File: config.mk
export PLATFORM = sky130hd
export DESIGN_NAME = fwd_hazard_unit
export DESIGN_NICKNAME = d
export VERILOG_FILES = /design/src/rtl/fwd_hazard_unit.sv
export SDC_FILE = /design/constraint.sdc
export NUM_CORES = 1
export LEC_CHECK = 0
export CORE_ASPECT_RATIO = 2
export CORE_UTILIZATION = 49
export DETAILED_ROUTE_END_ITERATION = 7
export PLACE_DENSITY = 0.86
export SKIP_CTS_REPAIR_TIMING = 1
export SLEW_MARGIN = 40
export SYNTH_ARGS = -nofsm -noshare
export SYNTH_HDL_FRONTEND = slang
export SYNTH_SLANG_ARGS = --single-unit
File: constraint.sdc
create_clock -name clk -period 1.98 [get_ports clk]
set_clock_uncertainty 0.05 [all_clocks]
set_input_delay 0.297 -clock clk [delete_from_list [all_inputs] [get_ports clk]]
set_output_delay 0.297 -clock clk [all_outputs]
set_load 0.005 [all_outputs]
File: src/rtl/fwd_hazard_unit.sv
// EX-stage forwarding selects and one-bubble load-use stall control.
// Optional FWD_STATS_EN adds saturating stall/forward cycle counters.
module fwd_hazard_unit #(
  parameter int RA_W   = 4,
  parameter int HI_REG = 0
) (
  input  logic            clk,
  input  logic            rst_n,
  input  logic            id_valid,
  input  logic [RA_W-1:0] id_src1,
  input  logic [RA_W-1:0] id_src2,
  input  logic [1:0]      id_alusrc,
  input  logic [RA_W-1:0] id_dst,
  input  logic            id_wr_en,
  input  logic            id_wide,
  input  logic            id_load,
  input  logic            flush,
  output logic            hazard1,
  output logic [2:0]      fwd1,
  output logic            hazard2,
  output logic [2:0]      fwd2,
  output logic            stall
`ifdef FWD_STATS_EN
  ,
  output logic [15:0]     stall_cnt,
  output logic [15:0]     fwd_cnt
`endif
);

  localparam logic [RA_W-1:0] HI = RA_W'(HI_REG);

  typedef enum logic {S_RUN, S_LU} state_t;

  state_t r_state;
  state_t w_next;

  logic            r_ex_valid;
  logic [RA_W-1:0] r_ex_src1;
  logic [RA_W-1:0] r_ex_src2;
  logic [1:0]      r_ex_alusrc;
  logic [RA_W-1:0] r_ex_dst;
  logic            r_ex_wr;
  logic            r_ex_wide;
  logic            r_ex_load;

  logic            r_mem_valid;
  logic [RA_W-1:0] r_mem_dst;
  logic            r_mem_wr;
  logic            r_mem_wide;
  logic            r_mem_load;

  logic            r_wb_valid;
  logic [RA_W-1:0] r_wb_dst;
  logic            r_wb_wr;
  logic            r_wb_wide;

  logic [1:0] w_m1, w_m2, w_w1, w_w2;
  logic [2:0] w_sel1, w_sel2;
  logic       w_hit;
  logic       w_ld;
  logic       w_stall;

  // 01 = low half of dst, 10 = high half landing in HI_REG
  function automatic logic [1:0] f_match(
    input logic [RA_W-1:0] s,
    input logic            v,
    input logic            wr,
    input logic            wide,
    input logic [RA_W-1:0] dst
  );
    f_match = 2'b00;
    if (v && wr) begin
      if (s == dst)
        f_match = 2'b01;
      else if (wide && s == HI)
        f_match = 2'b10;
    end
  endfunction

  function automatic logic [2:0] f_sel(
    input logic [1:0] m,
    input logic [1:0] w
  );
    if (m[0])      f_sel = 3'b001;
    else if (m[1]) f_sel = 3'b010;
    else if (w[0]) f_sel = 3'b011;
    else if (w[1]) f_sel = 3'b100;
    else           f_sel = 3'b000;
  endfunction

  always_comb begin
    w_m1 = f_match(r_ex_src1, r_mem_valid && !r_mem_load,
                   r_mem_wr, r_mem_wide, r_mem_dst);
    w_m2 = f_match(r_ex_src2, r_mem_valid && !r_mem_load,
                   r_mem_wr, r_mem_wide, r_mem_dst);
    w_w1 = f_match(r_ex_src1, r_wb_valid,
                   r_wb_wr, r_wb_wide, r_wb_dst);
    w_w2 = f_match(r_ex_src2, r_wb_valid,
                   r_wb_wr, r_wb_wide, r_wb_dst);
    w_sel1 = f_sel(w_m1, w_w1);
    w_sel2 = f_sel(w_m2, w_w2);
  end

  always_comb begin
    hazard1 = r_ex_valid && (w_sel1 != 3'b000);
    fwd1    = hazard1 ? w_sel1 : 3'b000;
    hazard2 = r_ex_valid && (r_ex_alusrc == 2'b00)
              && (w_sel2 != 3'b000);
    fwd2    = hazard2 ? w_sel2 : 3'b000;
  end

  always_comb begin
    w_hit = (id_src1 == r_ex_dst)
         || (id_alusrc == 2'b00 && id_src2 == r_ex_dst)
         || (r_ex_wide && (id_src1 == HI
             || (id_alusrc == 2'b00 && id_src2 == HI)));
    w_ld  = r_ex_valid && r_ex_load && r_ex_wr
         && id_valid && !flush && w_hit;
  end

  always_ff @(posedge clk or negedge rst_n) begin
    if (!rst_n) r_state <= S_RUN;
    else        r_state <= w_next;
  end

  always_comb begin
    w_next = S_RUN;
    unique case (r_state)
      S_RUN:   w_next = w_ld ? S_LU : S_RUN;
      S_LU:    w_next = S_RUN;
      default: w_next = S_RUN;
    endcase
  end

  always_comb begin
    w_stall = 1'b0;
    unique case (r_state)
      S_RUN:   w_stall = w_ld;
      S_LU:    w_stall = 1'b0;
      default: w_stall = 1'b0;
    endcase
  end

  assign stall = w_stall;

  always_ff @(posedge clk or negedge rst_n) begin
    if (!rst_n) begin
      r_ex_valid  <= 1'b0;
      r_ex_src1   <= '0;
      r_ex_src2   <= '0;
      r_ex_alusrc <= 2'b00;
      r_ex_dst    <= '0;
      r_ex_wr     <= 1'b0;
      r_ex_wide   <= 1'b0;
      r_ex_load   <= 1'b0;
      r_mem_valid <= 1'b0;
      r_mem_dst   <= '0;
      r_mem_wr    <= 1'b0;
      r_mem_wide  <= 1'b0;
      r_mem_load  <= 1'b0;
      r_wb_valid  <= 1'b0;
      r_wb_dst    <= '0;
      r_wb_wr     <= 1'b0;
      r_wb_wide   <= 1'b0;
    end else begin
      r_wb_valid  <= r_mem_valid;
      r_wb_dst    <= r_mem_dst;
      r_wb_wr     <= r_mem_wr;
      r_wb_wide   <= r_mem_wide;
      r_mem_valid <= r_ex_valid;
      r_mem_dst   <= r_ex_dst;
      r_mem_wr    <= r_ex_wr;
      r_mem_wide  <= r_ex_wide;
      r_mem_load  <= r_ex_load;
      r_ex_valid  <= id_valid && !w_stall && !flush;
      r_ex_src1   <= id_src1;
      r_ex_src2   <= id_src2;
      r_ex_alusrc <= id_alusrc;
      r_ex_dst    <= id_dst;
      r_ex_wr     <= id_wr_en;
      r_ex_wide   <= id_wide;
      r_ex_load   <= id_load;
    end
  end

`ifdef FWD_STATS_EN
  logic [15:0] r_stall_cnt;
  logic [15:0] r_fwd_cnt;

  always_ff @(posedge clk or negedge rst_n) begin
    if (!rst_n) begin
      r_stall_cnt <= '0;
      r_fwd_cnt   <= '0;
    end else begin
      if (w_stall && r_stall_cnt != 16'hFFFF)
        r_stall_cnt <= r_stall_cnt + 16'd1;
      if ((hazard1 || hazard2) && r_fwd_cnt != 16'hFFFF)
        r_fwd_cnt <= r_fwd_cnt + 16'd1;
    end
  end

  assign stall_cnt = r_stall_cnt;
  assign fwd_cnt   = r_fwd_cnt;
`endif

endmodule

# --- Word-level counts from Yosys, hierarchy flattened ---
# Index checks and enable logic that the tools add are counted.
classes:
  n_eq_ne: 6
  bitwise_logic: 1
  reduce_logical: 34
  muxes: 25
ops:
  columns: ["operator", "count"]
  rows:
  - ["$mux 3", 10]
  - ["$eq 4x4->1", 6]
  - ["$mux 2", 12]
  - ["$logic_and 1x1->1", 20]
  - ["$logic_not 4->1", 4]
  - ["$reduce_bool 3->1", 2]
  - ["$logic_not 2->1", 2]
  - ["$pmux 1 s2", 2]
  - ["$logic_not 1->1", 3]
  - ["$logic_or 1x1->1", 3]
  - ["$mux 1", 1]
  - ["$not 1->1", 1]
totals:
  in_bits: 21
  output_inout_bits: 9
  elab_cells: 84
  regBits: 34

# --- Longest topological paths before layout ---
logic_depth:
  word_depth: 12
  depth_mapped: 5
  depth_no_buf: 5

# --- Worst setup path after synthesis ---
# No wires, ideal clock.
synth_path:
  path_kind: "register -> output"
  startpoint: "register r_mem_dst[1]"
  endpoint: "output port fwd2[0]"
  path_slack_ps: 245
  stages_incl_launch_ff: 6
  required_ps: 1633
  arrival_time_ps: 1388
  path_buffers: 0
  path_cell_list: "dfrtp_1 xor2_1 nor4_4 nor2_2 a211o_1 a21oi_2"
synth_via:
  elab_chain_cells: 8
synth_rtl:
  columns: ["item", "line_no", "text"]
  rows:
  - ["start: declaration", "47", "logic [RA_W-1:0] r_mem_dst;"]
  - ["start signal: assignment", "171", "r_mem_dst <= r_ex_dst;"]
  - ["$eq 4x4->1 *", "73", "if (s == dst)"]
  - ["$mux 2 *", "73", null]
  - ["$mux 2 *", "72", "if (v && wr) begin"]
  - ["$mux 3", "85", "else if (m[1]) f_sel = 3'b010;"]
  - ["$mux 3 *", "84", "if (m[0]) f_sel = 3'b001;"]
  - ["$reduce_bool 3->1", "108", "&& (w_sel2 != 3'b000);"]
  - ["$logic_and 1x1->1", "108", null]
  - ["$mux 3 *", "109", "fwd2 = hazard2 ? w_sel2 : 3'b000;"]
  - ["end: declaration", "21", "output logic [2:0] fwd2,"]
# Every way passes the cells marked *; elsewhere a longest branch is shown, timed or not.

# --- Worst setup path after layout ---
layout_path:
  startpoint: "register r_ex_src1[0]"
  endpoint: "output port hazard1"
layout_via:
  elab_chain_cells: 11
  elab_cells_between_ends: 17
  cone_classes: "2 x eq/ne; 10 x mux; 5 x reduce/logical"
layout_rtl:
  columns: ["item", "line_no", "text"]
  rows:
  - ["start: declaration", "38", "logic [RA_W-1:0] r_ex_src1;"]
  - ["start signal: assignment", "176", "r_ex_src1 <= id_src1;"]
  - ["$logic_not 4->1", "75", "else if (wide && s == HI)"]
  - ["$logic_and 1x1->1", "75", null]
  - ["$mux 2", "75", null]
  - ["$mux 2", "73", null]
  - ["$mux 2", "72", null]
  - ["$mux 3", "87", "else if (w[1]) f_sel = 3'b100;"]
  - ["$mux 3", "86", "else if (w[0]) f_sel = 3'b011;"]
  - ["$mux 3", "85", null]
  - ["$mux 3 *", "84", null]
  - ["$reduce_bool 3->1 *", "105", "hazard1 = r_ex_valid && (w_sel1 != 3'b000);"]
  - ["$logic_and 1x1->1 *", "105", null]
  - ["end: declaration", "18", "output logic hazard1,"]
# Marks and branches as above.

==> results.py <==
metrics = {
    "run_status": {
        "status": "finished, violations left",
        "violations": "setup timing",
    },
    "worst_setup_path": {
        "critPathCaptureType": "primary output",
        "worstSetupPathType": "reg -> out",
        "cp_max_fo": 3,
        "critical-path-max-stage-delay_ps": 430,
        "worst_setup_path_start_kind": "flip-flop",
        "required_ps": 1630,
        "worst-endpoint-arrival_ps": 1890,
        "slowest_stage": "dfrtp_1",
        "r2r_setup_slack_ps": 160,
        "cp_cell_sequence": "nor4_1, buf_4, nor3b_4, a31oi_4, a21boi_1, buf_2",
    },
    "synth": {
        "synth_nets": 126,
        "ys_ff_latch": 34,
        "ys_warn_count": 0,
        "yosys-top-cells-area": "dfrtp_1 (62%), xor2_1 (12%), xnor2_1 (3.2%)",
        "syn_area_per_cell_um2": 13.02,
        "synthCells": 105,
        "synth-seq-area-share": 0.6221,
        "synth_top_area_share": 0.6221,
        "syn_area_mm2": 0.001368,
        "yosysTopAreaCell": "dfrtp_1",
        "ys_types": 26,
    },
    "drt": {
        "first_iter_violations": 54,
        "drt-total-wl_mm": 3.629,
        "first_pass_iters": 4,
        "wire_per_inst_um": 17.97,
        "post_drt_via_cell_ratio": 5.436,
        "dr_total_vias": 1098,
        "drc": 0,
        "ant_nets": 0,
    },
    "placement": {
        "globalplace.congestion": 0.7298,
        "place_area_mm2": 0.001873,
        "dp_hpwl_mm": 2.397,
        "place_ws_ps": -766.9,
        "io_buffers": 29,
    },
    "clock_network": {
        "clk_pin_slew_ps": 60,
        "cts_tree": "yes",
        "numCtsBuffers": 5,
        "h-tree-depth": 2,
        "cts_buffer_depth": 2,
        "clk_latency_ps": 280,
        "cts_root_buffer": "clkbuf_8",
        "cts.sinks": 34,
    },
    "floorplan": {
        "rows": 26,
        "ioPinCount": 30,
        "die_w_um": 39.36,
        "initial_core_util": 0.5255,
        "fp.dieArea_mm2": 0.003019,
        "core_area_mm2": 0.002603,
        "die_y_um": 76.71,
    },
    "cells_and_area": {
        "fillCellCount": 139,
        "nets": 194,
        "antenna_cells": 0,
        "final_common_cell": "dfrtp_1",
        "final_cell_area_mm2": 0.002135,
        "syn_to_final_growth_pct": 56.08,
        "mostFrequentLayoutCells": "dfrtp_1 (34), buf_4 (28), clkdlybuf4s50_1 (18)",
        "post-route-util": 0.8202,
        "drive_above_1_share": 0.4023,
    },
    "job": {
        "cap_violations": 0,
    },
    "worst_hold_path": {
        "hp-class": "in -> reg",
    },
    "sta": {
        "fmax_mhz": 446.9,
        "slew_headroom": 0.7322,
        "slew_viol_final": 0,
        "finalSetupViolCount": 9,
        "min_period_over_period": 1.130,
        "setup_slack_ps": -257.6,
        "tightest_slew_ps": 401.7,
        "rsz0062_at_grt": "true",
        "finalCriticalPeriod_ps": 2238,
        "finalHoldViolCount": 0,
    },
    "power": {
        "ir_drop_uv": 619.4,
        "p_leak_uw": 0.0009465,
        "powerDensity_mw_per_mm2": 690.2,
    },
    "global_route": {
        "grt_pass1_wl_mm": 4.981,
        "grt_max_degree": 35,
        "grt_use_total": 0.2551,
        "antenna_found_initial": 0,
        "overflow": 0,
        "first_global_vias": 1128,
    },
}
-- critical path: cells and delay by family, from the launching register on --
kind | cells | cell delay [ps]
compound gates | 2 | 220
buf+inv | 2 | 320
flops | 1 | 430
simple gates | 2 | 640
-- per-stage QoR --
step / instances / TNS (ps) / power [µW] / hold WS [ps]
floorplan: 105 / 0 / 825.1 / -48.59
global placement: 186 / -2780 / 923.1 / 301.7
detailed placement: 186 / -3547 / 935.2 / 313.7
CTS: 194 / -6008 / 1441 / 329.2
global route: 202 / -2871 / 1521 / 182.9
finish: 202 / -2158 / 1473 / 188.2
-- cell usage after synthesis --
master,number
nor3_1,2
xnor2_1,5
inv_1,1
and3b_1,1
and3_1,2
nand4b_1,1
nand2b_1,2
a21oi_2,1
nand2_1,5
a211oi_1,3
a21oi_1,1
xor2_1,19
a211o_1,1
nor3b_2,1
o21a_1,1
a21boi_0,1
nand3_1,3
a31oi_1,3
nand4_1,1
nor4_2,2
nor4_1,6
nor4_4,1
and2_1,1
nor2_1,6
nor2_2,1
dfrtp_1,34
-- kinds of logic (layout without fill, tap and decap cells) --
family,count (synthesis),count (layout),share of synthesized area
buffers and inverters,1,70,0.002742
AND/OR/NAND/NOR,35,35,0.1638
AO/OA/AOI/OAI,11,11,0.05764
flip-flops,34,34,0.6221
XOR/XNOR,24,24,0.1537
-- path summary, 6_finish.rpt --
check | startpoint | end | cells after the start
min reg2reg | r_ex_load$_DFF_PN0_ | r_mem_load$_DFF_PN0_ | 0
max in group asynchronous | rst_n | r_ex_dst[2]$_DFF_PN0_ | 2
min in group asynchronous | rst_n | r_ex_wr$_DFF_PN0_ | 2
max | r_ex_src1[0]$_DFF_PN0_ | hazard1 | 6
min | id_src1[0] | r_ex_src1[0]$_DFF_PN0_ | 1
max reg2reg | r_ex_dst[0]$_DFF_PN0_ | r_ex_valid$_DFF_PN0_ | 7
-- metal layers --
metal	part of all wire	GRT usage
met1	0.33	0.2353
met2	0.60	0.4650
met5	0	0
met4	0.037	0.1241
met3	0.030	0.06069
-- state kept, by name, summed over array words and instances (netlist names) --
| signal | cells |
|---|---|
| r_ex_wr | 1 |
| r_ex_load | 1 |
| r_ex_wide | 1 |
| r_mem_valid | 1 |
| r_mem_wide | 1 |
| r_mem_wr | 1 |
| r_mem_load | 1 |
| r_wb_wide | 1 |
| r_mem_dst | 4 |
| r_ex_alusrc | 2 |
| r_wb_wr | 1 |
| r_wb_valid | 1 |
| r_ex_src1 | 4 |
| r_ex_src2 | 4 |
| r_ex_valid | 1 |
| r_state | 1 |
| r_ex_dst | 4 |
| r_wb_dst | 4 |
-- area by class of cell --
class / count / area [µm²] / area share
clock inverters: 1 / 5.005 / 0.002345
inverters: 1 / 3.754 / 0.001758
multi-input cells: 70 / 640.6 / 0.3001
clock buffers: 7 / 86.33 / 0.04045
flip-flops and latches: 34 / 850.8 / 0.3986
repair buffers: 61 / 513.0 / 0.2403
well taps: 28 / 35.03 / 0.01641
-- report_power, final --
group | switching (µW) | internal, µW | total [µW] | leakage, µW
clock network | 232 | 280 | 512 | 0.0000482
logic | 91.0 | 109 | 200 | 0.000496
registers | 31.7 | 729 | 761 | 0.000402
Note: power is estimated with default switching activity, not from simulation.
